### config.mk
export PLATFORM = sky130hd
export DESIGN_NAME = posit8_mul_seq
export DESIGN_NICKNAME = d
export VERILOG_FILES = /design/src/rtl/posit8_pkg.sv /design/src/rtl/decode_posit8.sv /design/src/rtl/posit8_mul_seq.sv
export SDC_FILE = /design/constraint.sdc
export NUM_CORES = 1
export LEC_CHECK = 0
export ABC_AREA = 1
export CAP_MARGIN = 40
export CORE_UTILIZATION = 60
export CTS_CLUSTER_DIAMETER = 150
export DETAILED_ROUTE_END_ITERATION = 10
export PLACE_DENSITY = 0.88
export SYNTH_ARGS = -nofsm -noshare
export SYNTH_HDL_FRONTEND = slang
export SYNTH_HIERARCHICAL = 1
export SYNTH_SLANG_ARGS = --single-unit
### constraint.sdc
create_clock -name clk -period 9.3 [get_ports clk]
set_input_delay 1.395 -clock clk [delete_from_list [all_inputs] [get_ports clk]]
set_output_delay 1.395 -clock clk [all_outputs]
set_load 0.005 [all_outputs]
### src/rtl/posit8_pkg.sv
// Shared types and constants for the posit8 (es=0) multiply front end.
package posit8_pkg;

  typedef enum logic [2:0] {
    IDLE  = 3'd0,
    DEC_A = 3'd1,
    DEC_B = 3'd2,
    MUL   = 3'd3,
    DONE  = 3'd4
  } mulState_t;

  localparam logic [7:0] POSIT8_ZERO = 8'h00;
  localparam logic [7:0] POSIT8_NAR  = 8'h80;

  localparam int SCALE_W = 5;
  localparam int FRAC_W  = 6;
  localparam int PROD_W  = 12;
  localparam int DEC_E_W = 4;

endpackage

### src/rtl/decode_posit8.sv
// Combinational posit8 (es=0) decoder: |value| = F * 2^(E-5), F is <1.5> with hidden bit.
// Zero and NaR are not flagged here; callers detect them from the raw operand.
module decode_posit8
  import posit8_pkg::*;
(
  input  logic [7:0]         x_i,
  output logic               s_o,
  output logic [DEC_E_W-1:0] e_o,
  output logic [FRAC_W-1:0]  f_o
);

  logic [6:0]  body;
  logic [3:0]  runLen;
  logic        runStop;
  logic [11:0] shifted;

  always_comb begin
    s_o     = x_i[7];
    body    = x_i[7] ? 7'(~x_i[6:0] + 7'd1) : x_i[6:0];
    runLen  = 4'd1;
    runStop = 1'b0;
    for (int i = 5; i >= 0; i--) begin
      if (!runStop && (body[i] == body[6])) begin
        runLen = runLen + 4'd1;
      end else begin
        runStop = 1'b1;
      end
    end
    // A run of ones gives k = run-1, a run of zeros gives k = -run.
    e_o     = body[6] ? (runLen - 4'd1) : (4'd0 - runLen);
    shifted = {body, 5'b00000} << (runLen + 4'd1);
    f_o     = {1'b1, shifted[11:7]};
  end

endmodule

### src/rtl/posit8_mul_seq.sv
// Multi-cycle posit8 multiply front end sharing one decoder across both operands.
// Optional POSIT8_SPECIAL_BYPASS_EN: zero/NaR pairs skip straight from DEC_A to DONE.
module posit8_mul_seq
  import posit8_pkg::*;
#(
  parameter int CNT_W = 16
) (
  input  logic               clk,
  input  logic               rst,
  input  logic               in_valid,
  output logic               in_ready,
  input  logic [7:0]         in_a,
  input  logic [7:0]         in_b,
  output logic               out_valid,
  input  logic               out_ready,
  output logic               res_s,
  output logic [SCALE_W-1:0] res_e,
  output logic [FRAC_W-1:0]  res_f,
  output logic               res_sticky,
  output logic               res_zero,
  output logic               res_nar,
  output logic [CNT_W-1:0]   ops_done
);

  mulState_t state_q, state_d;

  logic [7:0]         opA_q, opA_d, opB_q, opB_d;
  logic               sa_q, sa_d, sb_q, sb_d;
  logic [DEC_E_W-1:0] ea_q, ea_d, eb_q, eb_d;
  logic [FRAC_W-1:0]  fa_q, fa_d, fb_q, fb_d;

  logic               resS_q, resS_d;
  logic [SCALE_W-1:0] resE_q, resE_d;
  logic [FRAC_W-1:0]  resF_q, resF_d;
  logic               resSticky_q, resSticky_d;
  logic               resZero_q, resZero_d;
  logic               resNar_q, resNar_d;
  logic [CNT_W-1:0]   opsDone_q, opsDone_d;

  logic [7:0]         decIn;
  logic               decS;
  logic [DEC_E_W-1:0] decE;
  logic [FRAC_W-1:0]  decF;

  logic               isNar, isZero;
  logic [PROD_W-1:0]  prod;
  logic [SCALE_W-1:0] scaleSum;

  assign decIn = (state_q == DEC_B) ? opB_q : opA_q;

  decode_posit8 uDecode (
    .x_i (decIn),
    .s_o (decS),
    .e_o (decE),
    .f_o (decF)
  );

  // NaR dominates zero; both come from the raw latched operands.
  assign isNar    = (opA_q == POSIT8_NAR) || (opB_q == POSIT8_NAR);
  assign isZero   = !isNar && ((opA_q == POSIT8_ZERO) || (opB_q == POSIT8_ZERO));
  assign prod     = PROD_W'(fa_q) * PROD_W'(fb_q);
  assign scaleSum = {ea_q[DEC_E_W-1], ea_q} + {eb_q[DEC_E_W-1], eb_q}
                  + (prod[PROD_W-1] ? 5'd1 : 5'd0);

  always_ff @(posedge clk) begin
    if (rst) begin
      state_q     <= IDLE;
      opA_q       <= '0;
      opB_q       <= '0;
      sa_q        <= 1'b0;
      sb_q        <= 1'b0;
      ea_q        <= '0;
      eb_q        <= '0;
      fa_q        <= '0;
      fb_q        <= '0;
      resS_q      <= 1'b0;
      resE_q      <= '0;
      resF_q      <= '0;
      resSticky_q <= 1'b0;
      resZero_q   <= 1'b0;
      resNar_q    <= 1'b0;
      opsDone_q   <= '0;
    end else begin
      state_q     <= state_d;
      opA_q       <= opA_d;
      opB_q       <= opB_d;
      sa_q        <= sa_d;
      sb_q        <= sb_d;
      ea_q        <= ea_d;
      eb_q        <= eb_d;
      fa_q        <= fa_d;
      fb_q        <= fb_d;
      resS_q      <= resS_d;
      resE_q      <= resE_d;
      resF_q      <= resF_d;
      resSticky_q <= resSticky_d;
      resZero_q   <= resZero_d;
      resNar_q    <= resNar_d;
      opsDone_q   <= opsDone_d;
    end
  end

  always_comb begin
    state_d     = state_q;
    opA_d       = opA_q;
    opB_d       = opB_q;
    sa_d        = sa_q;
    sb_d        = sb_q;
    ea_d        = ea_q;
    eb_d        = eb_q;
    fa_d        = fa_q;
    fb_d        = fb_q;
    resS_d      = resS_q;
    resE_d      = resE_q;
    resF_d      = resF_q;
    resSticky_d = resSticky_q;
    resZero_d   = resZero_q;
    resNar_d    = resNar_q;
    opsDone_d   = opsDone_q;

    case (state_q)
      IDLE: begin
        if (in_valid) begin
          opA_d   = in_a;
          opB_d   = in_b;
          state_d = DEC_A;
        end
      end
      DEC_A: begin
        sa_d    = decS;
        ea_d    = decE;
        fa_d    = decF;
        state_d = DEC_B;
`ifdef POSIT8_SPECIAL_BYPASS_EN
        if (isNar || isZero) begin
          resS_d      = 1'b0;
          resE_d      = '0;
          resF_d      = '0;
          resSticky_d = 1'b0;
          resZero_d   = isZero;
          resNar_d    = isNar;
          state_d     = DONE;
        end
`endif
      end
      DEC_B: begin
        sb_d    = decS;
        eb_d    = decE;
        fb_d    = decF;
        state_d = MUL;
      end
      MUL: begin
        resZero_d = isZero;
        resNar_d  = isNar;
        if (isNar || isZero) begin
          resS_d      = 1'b0;
          resE_d      = '0;
          resF_d      = '0;
          resSticky_d = 1'b0;
        end else begin
          resS_d = sa_q ^ sb_q;
          resE_d = scaleSum;
          // Product lies in [1,4): renormalise by one bit when it reached 2.
          if (prod[PROD_W-1]) begin
            resF_d      = prod[11:6];
            resSticky_d = |prod[5:0];
          end else begin
            resF_d      = prod[10:5];
            resSticky_d = |prod[4:0];
          end
        end
        state_d = DONE;
      end
      DONE: begin
        if (out_ready) begin
          opsDone_d = opsDone_q + 1'b1;
          state_d   = IDLE;
        end
      end
      default: state_d = IDLE;
    endcase
  end

  assign in_ready   = (state_q == IDLE);
  assign out_valid  = (state_q == DONE);
  assign res_s      = resS_q;
  assign res_e      = resE_q;
  assign res_f      = resF_q;
  assign res_sticky = resSticky_q;
  assign res_zero   = resZero_q;
  assign res_nar    = resNar_q;
  assign ops_done   = opsDone_q;

endmodule
==> run_summary.xml, run 1 <==
<?xml version="1.0" encoding="UTF-8"?>
<metrics>
  <group name="synthesis">
    <metric name="asyncSetResetFlopFracSynth" unit="">0</metric>
    <metric name="synthesis.instances" unit="">747</metric>
    <metric name="synth.top_cells.by_area" unit="">sky130_fd_sc_hd__dfxtp_1, sky130_fd_sc_hd__nand2_1, sky130_fd_sc_hd__inv_1</metric>
    <metric name="yosys_warnings" unit="">6</metric>
    <metric name="postSynthAreaPerCell" unit="um^2">7.00</metric>
    <metric name="most_area_hungry_cell_type_in_the_yosys_netlist" unit="">sky130_fd_sc_hd__dfxtp_1</metric>
    <metric name="yosysSeqAreaShare" unit="">0.276</metric>
    <metric name="yosys.area.top_type_share" unit="">0.276</metric>
    <metric name="net_count_synth" unit="">813</metric>
    <metric name="synthMostInstantiatedCell" unit="">sky130_fd_sc_hd__nand2_1</metric>
    <metric name="postSynth.topFlopCell" unit="">sky130_fd_sc_hd__dfxtp_1</metric>
    <metric name="post_synth_num_cell_types" unit="">47</metric>
    <metric name="synth.cells.most_frequent" unit="">sky130_fd_sc_hd__nand2_1, sky130_fd_sc_hd__inv_1, sky130_fd_sc_hd__dfxtp_1, sky130_fd_sc_hd__a21oi_1, sky130_fd_sc_hd__o21ai_0</metric>
    <metric name="mappedNetlistArea" unit="mm^2">0.00523</metric>
    <metric name="synth_enable_flop_cells" unit="">0</metric>
    <metric name="yosys_register_bits" unit="">72</metric>
  </group>
  <group name="power_and_ir_drop">
    <metric name="power.internal" unit="mW">0.602</metric>
    <metric name="p_leak" unit="nW">2.89</metric>
    <metric name="p_seq_frac" unit="">0.342</metric>
    <metric name="pwr-share-clk" unit="">0.238</metric>
    <metric name="design_power_total" unit="mW">1.03</metric>
    <metric name="p_sw" unit="mW">0.426</metric>
    <metric name="share_comb_of_total_power" unit="">0.420</metric>
    <metric name="ir_worst_vdd" unit="V">0.000107</metric>
    <metric name="pwr_density_cell" unit="mW/mm^2">173</metric>
    <metric name="fraction_of_power_spent_switching_nets" unit="">0.414</metric>
  </group>
  <group name="layout">
    <metric name="fin_util" unit="">0.715</metric>
    <metric name="nets" unit="">856</metric>
    <metric name="insertedDiodeCount" unit="">0</metric>
    <metric name="filler_cell_count" unit="">670</metric>
    <metric name="area_growth_syn_to_layout" unit="%">14.0</metric>
    <metric name="post_route_cells_drive_above_1_share" unit="">0.0981</metric>
  </group>
  <group name="clocking">
    <metric name="post_cts_buffers" unit="">0</metric>
    <metric name="worst_skew_pair.late_latency" unit="ns">0.35</metric>
    <metric name="tritoncts_clock_tree" unit="">yes</metric>
    <metric name="ctsHtreeMaxLevel" unit="">3</metric>
    <metric name="holdBufCountCts" unit="">0</metric>
    <metric name="cts_buf_count" unit="">9</metric>
    <metric name="clock_tree_sinks" unit="">72</metric>
    <metric name="cts.root.buffer_cell" unit="">sky130_fd_sc_hd__clkbuf_8</metric>
    <metric name="path_clk_slew" unit="ns">0.08</metric>
    <metric name="ctsResizeCount" unit="">0</metric>
    <metric name="cts-root-to-sink-buffers" unit="">2</metric>
  </group>
  <group name="global_routing">
    <metric name="track_usage" unit="">0.283</metric>
    <metric name="maximum_number_of_pins_on_one_net_before_global_route_repair" unit="">32</metric>
    <metric name="grt_residual_overflow" unit="">0</metric>
    <metric name="via_count_of_the_first_global_routing_pass" unit="">4656</metric>
    <metric name="antenna_found_initial" unit="">0</metric>
    <metric name="grt_first_pass_wirelength" unit="mm">20.1</metric>
  </group>
  <group name="drt">
    <metric name="detail-route-antenna-nets" unit="">0</metric>
    <metric name="routedWlPerCell" unit="um">13.0</metric>
    <metric name="totalWireLength" unit="mm">11.7</metric>
    <metric name="drt_drc_violations_left" unit="">0</metric>
    <metric name="drt_pass1_iterations" unit="">5</metric>
    <metric name="routed_via_density" unit="">5.37</metric>
    <metric name="drtIter0Drc" unit="">295</metric>
    <metric name="routed-via-count" unit="">4831</metric>
  </group>
  <group name="timing">
    <metric name="worst_slew_pin_slew" unit="ns">0.888</metric>
    <metric name="final-setup-viol-count" unit="">0</metric>
    <metric name="slew-limit-headroom" unit="">0.408</metric>
    <metric name="finalSetupTns" unit="ns">0</metric>
    <metric name="finalCritPeriodShare" unit="">0.504</metric>
    <metric name="drv_slew" unit="">0</metric>
    <metric name="maxClockFrequency" unit="MHz">213</metric>
    <metric name="clock_period_minus_final_worst_setup_slack" unit="ns">4.68</metric>
    <metric name="final.setup_skew" unit="ns">0.0111</metric>
    <metric name="finalHoldViolations" unit="">0</metric>
    <metric name="grt_setup_unrepaired" unit="">no</metric>
    <metric name="layout_setup_ws" unit="ns">4.62</metric>
  </group>
  <group name="worst_setup_path">
    <metric name="worstSetupStartpointType" unit="">register</metric>
    <metric name="timing.critical_path.to_type" unit="">register</metric>
    <metric name="class_of_the_most_critical_setup_path" unit="">reg -&gt; reg</metric>
    <metric name="critical_path_arrival" unit="ns">4.94</metric>
    <metric name="crit_required" unit="ns">9.56</metric>
    <metric name="cp_max_fo" unit="">27</metric>
  </group>
  <group name="die">
    <metric name="design.die.area" unit="mm^2">0.00909</metric>
    <metric name="num_io_pins" unit="">53</metric>
    <metric name="starting_density_of_the_core" unit="">0.627</metric>
    <metric name="fp.dieW" unit="um">95.3</metric>
    <metric name="core_area" unit="mm^2">0.00834</metric>
    <metric name="chipHeight" unit="um">95.3</metric>
    <metric name="std_cell_rows" unit="">33</metric>
  </group>
  <group name="place">
    <metric name="port_buffers" unit="">52</metric>
    <metric name="dp_worst_setup_slack" unit="ns">4.68</metric>
    <metric name="hpwl" unit="mm">8.94</metric>
    <metric name="gp_congestion" unit="">0.920</metric>
  </group>
  <group name="outcome">
    <metric name="result_of_the_run" unit="">completed</metric>
  </group>
  <group name="job">
    <metric name="cap_viol_max_count" unit="">0</metric>
  </group>
  <group name="hold_path">
    <metric name="min-delay-path-class" unit="">reg -&gt; reg</metric>
  </group>
</metrics>
per-stage QoR:
step                      instances  hold WS [ns]  instance area, um^2
after global routing            900         0.477                 5960
after CTS                       900         0.465                 5960
after global placement          883         0.442                 5740
after floorplan                 747         0.428                 5230
after detailed placement        884         0.454                 5770
final                           900         0.466                 5960
layer usage:
layer  vias up  GRT usage  wire length [um]
met5         -          0                 0
met4         0      0.122               333
met3        28     0.0622               416
met2       123      0.499              5980
met1      2252      0.328              4990
li1       2428          -                 -
sequential cells by signal, summed over array words and instances, names as in the netlist:
signal and flops:
res_f 6, ops_done 16, res_zero 1, sb_q 1
opB_q 8, state_q 3, res_sticky 1, fb_q 6
ea_q 4, eb_q 4, sa_q 1, fa_q 6
res_e 5, res_s 1, res_nar 1, opA_q 8
kinds of logic after synthesis:
logic type / Yosys count / synth area share
AND/OR/NAND/NOR: 337 / 0.311
flip-flops: 72 / 0.276
adder cells (fa/ha/maj): 46 / 0.137
buffers and inverters: 154 / 0.125
other: 1 / 0.000717
XOR/XNOR: 15 / 0.0302
AO/OA/AOI/OAI: 122 / 0.119
cells in the final DEF (no fill, tap or decap), drive strengths merged, types with 8 or more instances in the layout:
master and instances:
ha 27, clkbuf 9, xor2 10, nor3 8
dfxtp 72, o21ai 55, nand2 201, fa 19
nor2 51, clkdlybuf4s50 52, a21oi 63, inv 129
nand3 59
path summary, 6_finish.rpt:
| path | startpoint | endpoint | slack (ns) | cells past startpoint |
|---|---|---|---|---|
| worst max-delay path | state_q[1] | fa_q[2] | 4.62 | 26 |
| worst min-delay path | sa_q | sa_q | 0.47 | 2 |
| worst max register to register | state_q[1] | fa_q[2] | 4.62 | 26 |
| worst min register to register | sa_q | sa_q | 0.47 | 2 |
area by class of cell:
cell class                      count  area (um^2)  area share
Inverter                          131          498      0.0835
Clock inverter                      7         71.3      0.0120
Timing Repair Buffer               55          563      0.0945
Multi-Input combinational cell    521         3130       0.525
Tap cell                          105          131      0.0220
Sequential cell                    72         1440       0.242
Clock buffer                        9          124      0.0208
power groups by stage:
stage | sequential, mW | combinational [mW] | clock [mW]
2_1_floorplan | 0.351 | 0.367 | 0
3_3_place_gp | 0.358 | 0.410 | 0
3_5_place_dp | 0.359 | 0.427 | 0
4_1_cts | 0.351 | 0.429 | 0.247
5_1_grt | 0.355 | 0.486 | 0.261
6_report | 0.352 | 0.432 | 0.244
worst max-delay path: stages, from the launching register on:
cell,delay (ns)
sky130_fd_sc_hd__dfxtp_1,0.50
sky130_fd_sc_hd__inv_1,0.12
sky130_fd_sc_hd__nor2_2,0.71
sky130_fd_sc_hd__o21ai_0,0.37
sky130_fd_sc_hd__inv_2,0.22
sky130_fd_sc_hd__ha_1,0.25
sky130_fd_sc_hd__nand3_2,0.11
sky130_fd_sc_hd__nand2_2,0.07
sky130_fd_sc_hd__nand2_2,0.07
sky130_fd_sc_hd__nand2_4,0.21
sky130_fd_sc_hd__inv_2,0.11
sky130_fd_sc_hd__nand2_1,0.07
sky130_fd_sc_hd__nand2_1,0.07
sky130_fd_sc_hd__a21oi_1,0.15
sky130_fd_sc_hd__nand2_2,0.09
sky130_fd_sc_hd__nand2_4,0.09
sky130_fd_sc_hd__nand2_4,0.11
sky130_fd_sc_hd__ha_1,0.41
sky130_fd_sc_hd__inv_1,0.20
sky130_fd_sc_hd__nand2_1,0.08
sky130_fd_sc_hd__inv_1,0.07
sky130_fd_sc_hd__nand3_1,0.07
sky130_fd_sc_hd__nand2_1,0.08
sky130_fd_sc_hd__nand2_1,0.05
sky130_fd_sc_hd__inv_1,0.06
sky130_fd_sc_hd__o21ai_0,0.08
sky130_fd_sc_hd__a21oi_1,0.14
No activity file was read; power rests on OpenSTA's default activity.
==> run 2: changes to the inputs <==
- CORE_UTILIZATION: 60 -> 58
- PLACE_DENSITY: 0.88 -> 0.85
- clock period: 9.3 -> 4.8 ns (I/O delays scaled with it)
==> run 2 against run 1 <==
  * Clock power increased by 80%
  * Critical path type unchanged
  * Highest routed layer unchanged
  * Critical endpoint is now res_e[4]
  * Via count decreased by 0.23%
  * Utilization decreased by 3.2 points
  * Register-to-register slack got worse by 4.3 ns
  * Wire length decreased by 0.99%
==> run_summary.xml, run 2 (synthesis results as in run 1) <==
<?xml version="1.0" encoding="UTF-8"?>
<metrics>
  <group name="outcome">
    <metric name="result_of_the_run" unit="">completed</metric>
  </group>
  <group name="worst_setup_path">
    <metric name="worst-path-buf-inv" unit="">4</metric>
    <metric name="timing.critical_path.to_type" unit="">register</metric>
    <metric name="instance_count_on_the_critical_path" unit="">20</metric>
    <metric name="crit_required" unit="ns">5.07</metric>
    <metric name="crit_slowest_cell" unit="">sky130_fd_sc_hd__fa_1</metric>
    <metric name="critPathMostFrequentCell" unit="">sky130_fd_sc_hd__fa_1</metric>
    <metric name="rr_worst_depth" unit="">20</metric>
    <metric name="cp_top_family" unit="">adder cells</metric>
    <metric name="worstSetupStartpointType" unit="">register</metric>
    <metric name="critical_path.cell_chain" unit="">nand2_1, inv_1, fa_1, fa_1, inv_1, fa_1, inv_1, ha_1, or2_2, nand3_1, nand3_1, nand2_2, fa_1, inv_1, fa_1, nand2_1, nand3_1, o21ai_0, nand2_1, a21oi_1</metric>
    <metric name="critical_path.reg2reg.startpoint" unit="">fa_q[2]</metric>
    <metric name="cp_max_fo" unit="">8</metric>
    <metric name="crit_start" unit="">fa_q[2]</metric>
    <metric name="critical_path_arrival" unit="ns">4.80</metric>
    <metric name="class_of_the_most_critical_setup_path" unit="">reg -&gt; reg</metric>
    <metric name="worst_setup_path_endpoint" unit="">res_e[4]</metric>
    <metric name="r2r_slack" unit="ns">0.27</metric>
    <metric name="critical_path.max_stage_delay" unit="ns">0.56</metric>
    <metric name="timing.rr.end" unit="">res_e[4]</metric>
  </group>
  <group name="drt">
    <metric name="routedWlPerCell" unit="um">12.9</metric>
    <metric name="drt_pass1_iterations" unit="">6</metric>
    <metric name="routed_via_density" unit="">5.34</metric>
    <metric name="drt_drc_violations_left" unit="">0</metric>
    <metric name="drtIter0Drc" unit="">243</metric>
    <metric name="totalWireLength" unit="mm">11.6</metric>
    <metric name="routed-via-count" unit="">4820</metric>
    <metric name="detail-route-antenna-nets" unit="">0</metric>
  </group>
  <group name="power_and_ir_drop">
    <metric name="pwr_density_cell" unit="mW/mm^2">329</metric>
    <metric name="ir_worst_vdd" unit="V">0.000230</metric>
    <metric name="p_seq_frac" unit="">0.347</metric>
    <metric name="share_comb_of_total_power" unit="">0.428</metric>
    <metric name="p_leak" unit="nW">2.89</metric>
    <metric name="power.internal" unit="mW">1.16</metric>
    <metric name="fraction_of_power_spent_switching_nets" unit="">0.407</metric>
    <metric name="pwr-share-clk" unit="">0.225</metric>
    <metric name="p_sw" unit="mW">0.796</metric>
  </group>
  <group name="die">
    <metric name="num_io_pins" unit="">53</metric>
    <metric name="std_cell_rows" unit="">34</metric>
    <metric name="starting_density_of_the_core" unit="">0.599</metric>
    <metric name="core_area" unit="mm^2">0.00872</metric>
    <metric name="fp.dieW" unit="um">96.9</metric>
    <metric name="chipHeight" unit="um">96.9</metric>
    <metric name="design.die.area" unit="mm^2">0.00940</metric>
  </group>
  <group name="clocking">
    <metric name="cts.root.buffer_cell" unit="">sky130_fd_sc_hd__clkbuf_8</metric>
    <metric name="ctsResizeCount" unit="">0</metric>
    <metric name="worst_skew_pair.late_latency" unit="ns">0.34</metric>
    <metric name="tritoncts_clock_tree" unit="">yes</metric>
    <metric name="cts_buf_count" unit="">9</metric>
    <metric name="clock_tree_sinks" unit="">72</metric>
    <metric name="holdBufCountCts" unit="">0</metric>
    <metric name="cts-root-to-sink-buffers" unit="">2</metric>
    <metric name="post_cts_buffers" unit="">0</metric>
    <metric name="path_clk_slew" unit="ns">0.07</metric>
    <metric name="ctsHtreeMaxLevel" unit="">3</metric>
  </group>
  <group name="global_routing">
    <metric name="maximum_number_of_pins_on_one_net_before_global_route_repair" unit="">36</metric>
    <metric name="via_count_of_the_first_global_routing_pass" unit="">4737</metric>
    <metric name="antenna_found_initial" unit="">0</metric>
    <metric name="grt_residual_overflow" unit="">0</metric>
    <metric name="track_usage" unit="">0.260</metric>
    <metric name="grt_first_pass_wirelength" unit="mm">20.4</metric>
  </group>
  <group name="hold_path">
    <metric name="min-delay-path-class" unit="">reg -&gt; reg</metric>
  </group>
  <group name="layout">
    <metric name="layoutNonFillerInstCount" unit="">902</metric>
    <metric name="mostFrequentLayoutCell" unit="">sky130_fd_sc_hd__nand2_1</metric>
    <metric name="nets" unit="">857</metric>
    <metric name="final_cell_mix" unit="">sky130_fd_sc_hd__nand2_1, sky130_fd_sc_hd__inv_1, sky130_fd_sc_hd__dfxtp_1</metric>
    <metric name="filler_cell_count" unit="">741</metric>
    <metric name="insertedDiodeCount" unit="">0</metric>
    <metric name="largest_register_ffs" unit="">16</metric>
    <metric name="area_growth_syn_to_layout" unit="%">13.9</metric>
    <metric name="post_route_cells_drive_above_1_share" unit="">0.0957</metric>
  </group>
  <group name="timing">
    <metric name="slew-limit-headroom" unit="">0.479</metric>
    <metric name="final.setup_skew" unit="ns">0.0101</metric>
    <metric name="maxClockFrequency" unit="MHz">221</metric>
    <metric name="finalCritPeriodShare" unit="">0.945</metric>
    <metric name="clock_period_minus_final_worst_setup_slack" unit="ns">4.53</metric>
    <metric name="drv_slew" unit="">0</metric>
    <metric name="finalSetupTns" unit="ns">0</metric>
    <metric name="final.hold.worst_slack" unit="ns">0.464</metric>
    <metric name="finalHoldViolations" unit="">0</metric>
    <metric name="grt_setup_unrepaired" unit="">no</metric>
    <metric name="worst_slew_pin_slew" unit="ns">0.779</metric>
    <metric name="final-setup-viol-count" unit="">0</metric>
  </group>
  <group name="job">
    <metric name="cap_viol_max_count" unit="">0</metric>
  </group>
  <group name="place">
    <metric name="port_buffers" unit="">52</metric>
    <metric name="hpwl" unit="mm">8.94</metric>
    <metric name="place_inst" unit="">888</metric>
    <metric name="gp_congestion" unit="">0.877</metric>
  </group>
</metrics>
run 2: routing by layer:
layer | vias up | share of wire | GRT usage
met3 | 26 | 0.042 | 0.0527
met5 | - | 0 | 0
li1 | 2432 | - | -
met2 | 133 | 0.52 | 0.476
met4 | 0 | 0.019 | 0.0896
met1 | 2229 | 0.42 | 0.299
run 2: worst min-delay path by stage:
stage                       start  endpoint  depth (start not counted)
after global placement    ea_q[3]   ea_q[3]                          2
after floorplan           ea_q[2]   ea_q[2]                          2
after CTS                 ea_q[3]   ea_q[3]                          2
final                     ea_q[3]   ea_q[3]                          2
after detailed placement     sa_q      sa_q                          2
after global routing      ea_q[3]   ea_q[3]                          2
run 2: final cells by class:
type                       instances  area, um^2  share of cell area
tap                              108         135              0.0227
sequential                        72        1440               0.242
inverter                         131         498              0.0837
timing repair buffer              56         571              0.0959
clock buffer                      10         128              0.0214
clock inverter                     4        47.5             0.00799
multi-input combinational        521        3130               0.526
run 2: metrics by stage:
step / cell area (um^2) / worst slack, ns / power (mW) / util
floorplan: 5230 / 0.645 / 1.39 / -
global placement: 5750 / 0.473 / 1.48 / 0.659
detailed placement: 5780 / 0.338 / 1.52 / 0.662
CTS: 5950 / 0.272 / 1.96 / 0.682
global route: 5950 / 0.00193 / 2.11 / 0.682
finish: 5950 / 0.266 / 1.96 / 0.682
run 2: worst register-to-register path, delay by kind of cell (launching register included):
family / cells / cell delay, ns
AND/OR/NAND/NOR: 8 / 1.10
buffers and inverters: 4 / 0.25
adder cells (fa/ha/maj): 6 / 2.44
flip-flops: 1 / 0.45
AO/OA/AOI/OAI: 2 / 0.24
run 2: power by group through the flow:
stage          Sequential, mW  Combinational, mW  Clock [mW]
6_report                0.679              0.839       0.440
5_1_grt                 0.684              0.950       0.473
4_1_cts                 0.678              0.835       0.447
3_5_place_dp            0.691              0.830           0
3_3_place_gp            0.688              0.795           0
2_1_floorplan           0.680              0.711           0
==> run 3: changes to the inputs <==
- CORE_MARGIN: default -> 1
==> results of run 3 <==
The final DEF is identical to that of run 2; final timing and power are the same.
